$ cat config.mk
export PLATFORM = sky130hd
export DESIGN_NAME = uart_rx
export DESIGN_NICKNAME = d
export VERILOG_FILES = /design/src/rtl/uart_rx.sv
export SDC_FILE = /design/constraint.sdc
export NUM_CORES = 1
export LEC_CHECK = 0
export ABC_AREA = 1
export CORE_MARGIN = 2
export CORE_UTILIZATION = 30
export DETAILED_ROUTE_END_ITERATION = 8
export MAX_ROUTING_LAYER = met4
export PLACE_DENSITY_LB_ADDON = 0.15
export SLEW_MARGIN = 5
export SYNTH_ARGS = -nofsm -noshare
export SYNTH_HDL_FRONTEND = slang
export SYNTH_SLANG_ARGS = --single-unit
$ cat constraint.sdc
create_clock -name i_SysClock -period 3 [get_ports i_SysClock]
set_clock_uncertainty 0.1 [all_clocks]
set_input_delay 0.45 -clock i_SysClock [delete_from_list [all_inputs] [get_ports i_SysClock]]
set_output_delay 0.45 -clock i_SysClock [all_outputs]
set_load 0.01 [all_outputs]
$ cat src/rtl/uart_rx.sv
// uart_rx - 8N1 UART receiver with 16x oversampling.
//   The RX line passes through a 2-FF synchroniser. Each bit is sampled on
//   oversample ticks 7, 8 and 9, and the bit value is the majority of the
//   three. A start bit that reads high at mid-bit is treated as a glitch and
//   dropped. A low stop bit raises a framing error, and the receiver then
//   waits for the line to return high before it looks for another start.
// Ports:
//   i_SysClock  system clock, rising edge
//   i_ResetN    asynchronous active-low reset
//   i_RxSerial  asynchronous serial input, idle high
//   o_RxByte    last correctly framed byte (held between frames)
//   o_RxValid   one-cycle pulse when o_RxByte updates
//   o_FrameErr  one-cycle pulse on a bad stop bit
//   o_RxBusy    high whenever the receiver is not idle
module uart_rx #(
   parameter int SYS_CLOCK     = 50000000,
   parameter int UART_BAUDRATE = 115200
) (
   input  logic       i_SysClock,
   input  logic       i_ResetN,
   input  logic       i_RxSerial,
   output logic [7:0] o_RxByte,
   output logic       o_RxValid,
   output logic       o_FrameErr,
   output logic       o_RxBusy
);
   // Clocks per oversample tick, rounded to nearest.
   localparam int OS_DIV = int'(((longint'(SYS_CLOCK) * 10 / (longint'(UART_BAUDRATE) * 16)) + 5) / 10);
   localparam int PW     = (OS_DIV > 1) ? $clog2(OS_DIV) : 1;
   localparam logic [PW-1:0] PRESC_MAX = PW'(OS_DIV - 1);

   typedef enum logic [2:0] {S_IDLE, S_START, S_DATA, S_STOP, S_BREAK} state_t;

   state_t        state, state_nxt;
   logic          rx_meta, rx_s;
   logic [PW-1:0] presc;
   logic [3:0]    tick_cnt;
   logic          tick, at_t9, at_t15;
   logic          smp7, smp8, maj;
   logic [7:0]    shift_reg;
   logic [2:0]    bit_idx;
   logic          shift_en, valid_nxt, ferr_nxt;

   // Synchroniser resets to the idle level so reset release never looks like a start.
   always_ff @(posedge i_SysClock or negedge i_ResetN) begin
      if (!i_ResetN) begin
         rx_meta <= 1'b1;
         rx_s    <= 1'b1;
      end else begin
         rx_meta <= i_RxSerial;
         rx_s    <= rx_meta;
      end
   end

   // The prescaler only runs inside a frame, so its phase is set by the start edge.
   assign tick   = (state != S_IDLE) && (state != S_BREAK) && (presc == PRESC_MAX);
   assign at_t9  = tick && (tick_cnt == 4'd9);
   assign at_t15 = tick && (tick_cnt == 4'd15);
   // Tick-9 sample is the live rx_s; ticks 7 and 8 come from the capture regs.
   assign maj    = (smp7 & smp8) | (smp7 & rx_s) | (smp8 & rx_s);

   always_ff @(posedge i_SysClock or negedge i_ResetN) begin
      if (!i_ResetN) begin
         presc     <= '0;
         tick_cnt  <= '0;
         smp7      <= 1'b1;
         smp8      <= 1'b1;
         shift_reg <= '0;
         bit_idx   <= '0;
      end else begin
         if (state == S_IDLE || state == S_BREAK) begin
            presc    <= '0;
            tick_cnt <= '0;
         end else if (tick) begin
            presc    <= '0;
            tick_cnt <= tick_cnt + 4'd1;
         end else begin
            presc    <= presc + 1'b1;
         end
         if (tick && tick_cnt == 4'd7) smp7 <= rx_s;
         if (tick && tick_cnt == 4'd8) smp8 <= rx_s;
         // LSB arrives first, so shift right and insert at the top.
         if (shift_en) shift_reg <= {maj, shift_reg[7:1]};
         if (state == S_START)
            bit_idx <= '0;
         else if (state == S_DATA && at_t15)
            bit_idx <= bit_idx + 3'd1;
      end
   end

   always_ff @(posedge i_SysClock or negedge i_ResetN) begin
      if (!i_ResetN) state <= S_IDLE;
      else           state <= state_nxt;
   end

   always_comb begin
      state_nxt = state;
      shift_en  = 1'b0;
      valid_nxt = 1'b0;
      ferr_nxt  = 1'b0;
      case (state)
         S_IDLE:  if (!rx_s) state_nxt = S_START;
         S_START: begin
            if (at_t9 && maj) state_nxt = S_IDLE;   // false start
            else if (at_t15)  state_nxt = S_DATA;
         end
         S_DATA: begin
            if (at_t9) shift_en = 1'b1;
            if (at_t15 && bit_idx == 3'd7) state_nxt = S_STOP;
         end
         // Leave at mid-stop-bit to keep half a bit of slack for the next start.
         S_STOP: begin
            if (at_t9) begin
               if (maj) begin
                  valid_nxt = 1'b1;
                  state_nxt = S_IDLE;
               end else begin
                  ferr_nxt  = 1'b1;
                  state_nxt = S_BREAK;
               end
            end
         end
         // A held-low line must go high before another start is accepted.
         S_BREAK: if (rx_s) state_nxt = S_IDLE;
         default: state_nxt = S_IDLE;
      endcase
   end

   always_ff @(posedge i_SysClock or negedge i_ResetN) begin
      if (!i_ResetN) begin
         o_RxByte   <= '0;
         o_RxValid  <= 1'b0;
         o_FrameErr <= 1'b0;
      end else begin
         o_RxValid  <= valid_nxt;
         o_FrameErr <= ferr_nxt;
         if (valid_nxt) o_RxByte <= shift_reg;
      end
   end

   assign o_RxBusy = (state != S_IDLE);

endmodule

==> summary.md <==
| Metric | Value |
|---|---|
| Count of yosys warnings during synthesis | 0 |
| Worst supply voltage drop on vdd | just under 300 uV |
| Fraction of final layout cells sized beyond drive strength 1 | 16.7% |
| Row count | 28 |
| N_diodes | 0 |
| Min-delay worst type | input port to asynchronous set/reset pin |
| Die area | approximately 6600 um2 |
| Highest attainable clock frequency | approximately 480 MHz |
| Cell count of the worst reg-to-reg path | 9 |
| Post-CTS resize count | 0 |
| Clock-pin slew on the worst setup and hold paths | about 80 ps |
| Layout overhead on the synthesized area | 16.8% |
| Final critical delay including setup and external delays | 2070 ps |
| Die Wd | roughly 81 um |
| Synth Net Count | slightly above 200 |
| Pre-CTS setup slack | 1220 ps |
| I/O pin count | 14 |
| Top-area cell type share of the netlist area | between 40% and 50% |
| List of cells traversed by the critical path | nor2_4 -> nand2_1 -> clkdlybuf4s50_1 |
| Headroom to the max-slew limit | 45.2% |
| Number of buffers on the longest clock path | 2 |
| Post-synthesis async set-or-reset flop share | 100% |
| Die outline height | 81.4 um |
| Remaining DRCs | 0 |
| Number of synthesized flops with an enable pin | 0 |
| Level count of the clock H-tree | 2 |
| Synth Area per Inst | slightly above 9 um2 |
| Critical Path RT | between 2000 and 2500 ps |
| Final worst-path cycle share | between 60% and 70% |
| Top Family by Delay on Critical Path | buffers and inverters |
| Number of buffers inserted for hold repair after clock tree synthesis | 0 |
| Effective utilization at floorplan | around 30% |
| Kind of launch point of the worst setup path | flip-flop |
| Clock tree from TritonCTS | built |
| Synthesized cell area | 1800 um2 |
| Area contributors post-synth | dfrtp_1 (46%), nand2_1 (9.0%), dfstp_2 (5.9%) |
| RePlAce Congestion | between 0.7 and 0.8 |
| Clock sink total | 37 |
| Biggest fanout along the worst timing path | 5 |
| Number of vias per cell after detailed routing | 4.28 |
| Final routed wire length divided by cell count | ~11 um |
| Number of standard cells after synthesis | roughly 200 |
| Setup repair after global routing missed its margin | false |
| Nets | about 220 |
| Antenna violations before repair | 0 |
| Cell type contributing the most total cell area after synthesis | dfrtp_1 |
| Run status | completed |
| Terminus of the critical flop-to-flop path | o_RxByte[0]$_DFFE_PN0P_ |
| Sum Neg Setup Slack | 0 ps |
| CTS root buffer | clkbuf_8 |
| Leak pwr | around 0.96 nW |
| Setup slack of the worst register-to-register path | 1260 ps |
| Worst-skew pair later-pin latency | 280 ps |
| Final critical-path setup slack | slightly above 900 ps |
| Number of I/O port buffers | 13 |
| Cell with the largest stage delay on the worst path | clkdlybuf4s50_1 |
| Least-Margin Pin Slew | 823 ps |
| Capturing element type of the critical path | output port |
| Stage delay of the slowest cell on the critical path | 490 ps |
| Final hold vios | 0 |
| Number of endpoints failing setup at the final stage | 0 |
| Post-CTS setup buffers | 0 |
| Clock buffers created by TritonCTS | 5 |
| Count of filler cells inserted in the layout | about 620 |
| Most frequently used flop master after synthesis | dfrtp_1 |
| Vias in the first global route | between 1,000 and 1,500 |
| First-pass iteration count of the detailed router | 4 |
| Number of buffer and inverter stages on the critical path | 1 |
| Count of state elements after synthesis | 37 |
| Startpoint of the lowest-slack register-to-register path | presc[0]$_DFF_PN0_ |
| Power per cell area | 433 nW/um2 |
| Maximum number of pins on one net before global-route repair | 38 |
| Final max-slew violation count | 0 |
| Violation count after the first detailed-routing iteration | 57 |
| Total congestion overflow after global routing | 0 |
| Fraction of the yosys area taken by sequential cells | between 50% and 60% |
| Remaining number of nets flagged by the antenna check after routing | 0 |
| Core area | about 6000 um2 |
| Sum of routed wire length over all layers | around 3200 um |
| Worst Setup Path Type | flip-flop to output port |
| Signal arrival time at the worst endpoint | approximately 1500 ps |
| Via total after detailed routing | approximately 1,200 |
| Global-route wire length before repair | 5710 um |
| Post-synth cell types | 25 |
| DP Wirelength | ~2300 um |
| Max-cap check violation count | 0 |
| Overall fraction of global-route tracks in use | 11.7% |
## power by group
group	internal, W	total, W	switching [W]
sequential	0.000501	0.000502	0.00000132
combinational	0.00000192	0.0000123	0.0000104
clock	0.000212	0.000393	0.000181
## metal layers
metal	up-vias	part of all wire, %	GRT usage, %
met5	-	0	-
met4	0	0.82	4.07
met3	2	2.5	3.00
met2	9	45	16.6
met1	577	52	16.3
li1	653	-	-
## cells in the mapped netlist (2+ instances only)
| master | number |
|---|---|
| nand3_1 | 11 |
| inv_1 | 28 |
| dfrtp_1 | 33 |
| buf_6 | 2 |
| dfstp_2 | 4 |
| o21ai_0 | 17 |
| o21ai_2 | 7 |
| nor2_1 | 15 |
| ha_1 | 7 |
| nand4_1 | 3 |
| nand3_4 | 2 |
| nand2_2 | 3 |
| a21oi_1 | 3 |
| inv_2 | 3 |
| nor3_1 | 2 |
| nor2_2 | 2 |
| nand2_1 | 43 |
| nor2_4 | 4 |
## through the flow
stage / total power, W / instance area (um2) / instances / hold slack (ps) / utilization (%)
2_1_floorplan: 0.000513 / 1800 / 196 / 54.4 / -
3_3_place_gp: 0.000526 / 1990 / 282 / 246 / 34.0
3_5_place_dp: 0.000526 / 1990 / 282 / 247 / 34.0
4_1_cts: 0.000928 / 2100 / 290 / 201 / 35.8
5_1_grt: 0.000951 / 2100 / 290 / 230 / 35.8
6_report: 0.000908 / 2100 / 290 / 152 / 35.8
## area by class of cell
type	count	area (um2)	area share (%)
clock inverter	1	8.76	0.418
inverter	32	123	5.85
clock buffer	7	96.3	4.59
tap	75	93.8	4.47
timing repair buffer	13	125	5.97
sequential	37	931	44.4
multi-input combinational	125	719	34.3
## layout by cell type, fill, tap and decap left out, types with 7 or more instances in the layout
cell type,count
clkdlybuf4s50_1,12
nor2_1,15
o21ai_2,7
inv_1,28
dfrtp_1,33
nand2_1,43
clkbuf_8,7
nand3_1,11
ha_1,7
o21ai_0,17
## cells by family after synthesis
family,synth area share (%)
xor+xnor,0.976
compound gates,11.2
flops,51.8
simple gates,23.0
fa+ha+maj,4.88
buf+inv,8.08
## worst register-to-register path, cell delays in order (launching register included)
cell and delay, ps:
dfrtp_1 420, inv_1 70, ha_1 140, nand2_1 90, nor2_4 190, nand3_4 130, inv_2 90, nand3_4 200
nand2_1 150, o21ai_2 50
## worst max path at each step
stage	start	to	slack (ps)	cells after the start
6_report	state[1]$_DFFE_PN0P_	o_RxBusy	930	3
5_1_grt	state[1]$_DFFE_PN0P_	o_RxBusy	840	3
4_1_cts	state[1]$_DFFE_PN0P_	o_RxBusy	900	3
3_5_place_dp	state[1]$_DFFE_PN0P_	o_RxBusy	1220	3
3_3_place_gp	state[1]$_DFFE_PN0P_	o_RxBusy	1220	3
2_1_floorplan	presc[0]$_DFF_PN0_	o_RxByte[6]$_DFFE_PN0P_	1420	10
Note: power is estimated with default switching activity, not from simulation.
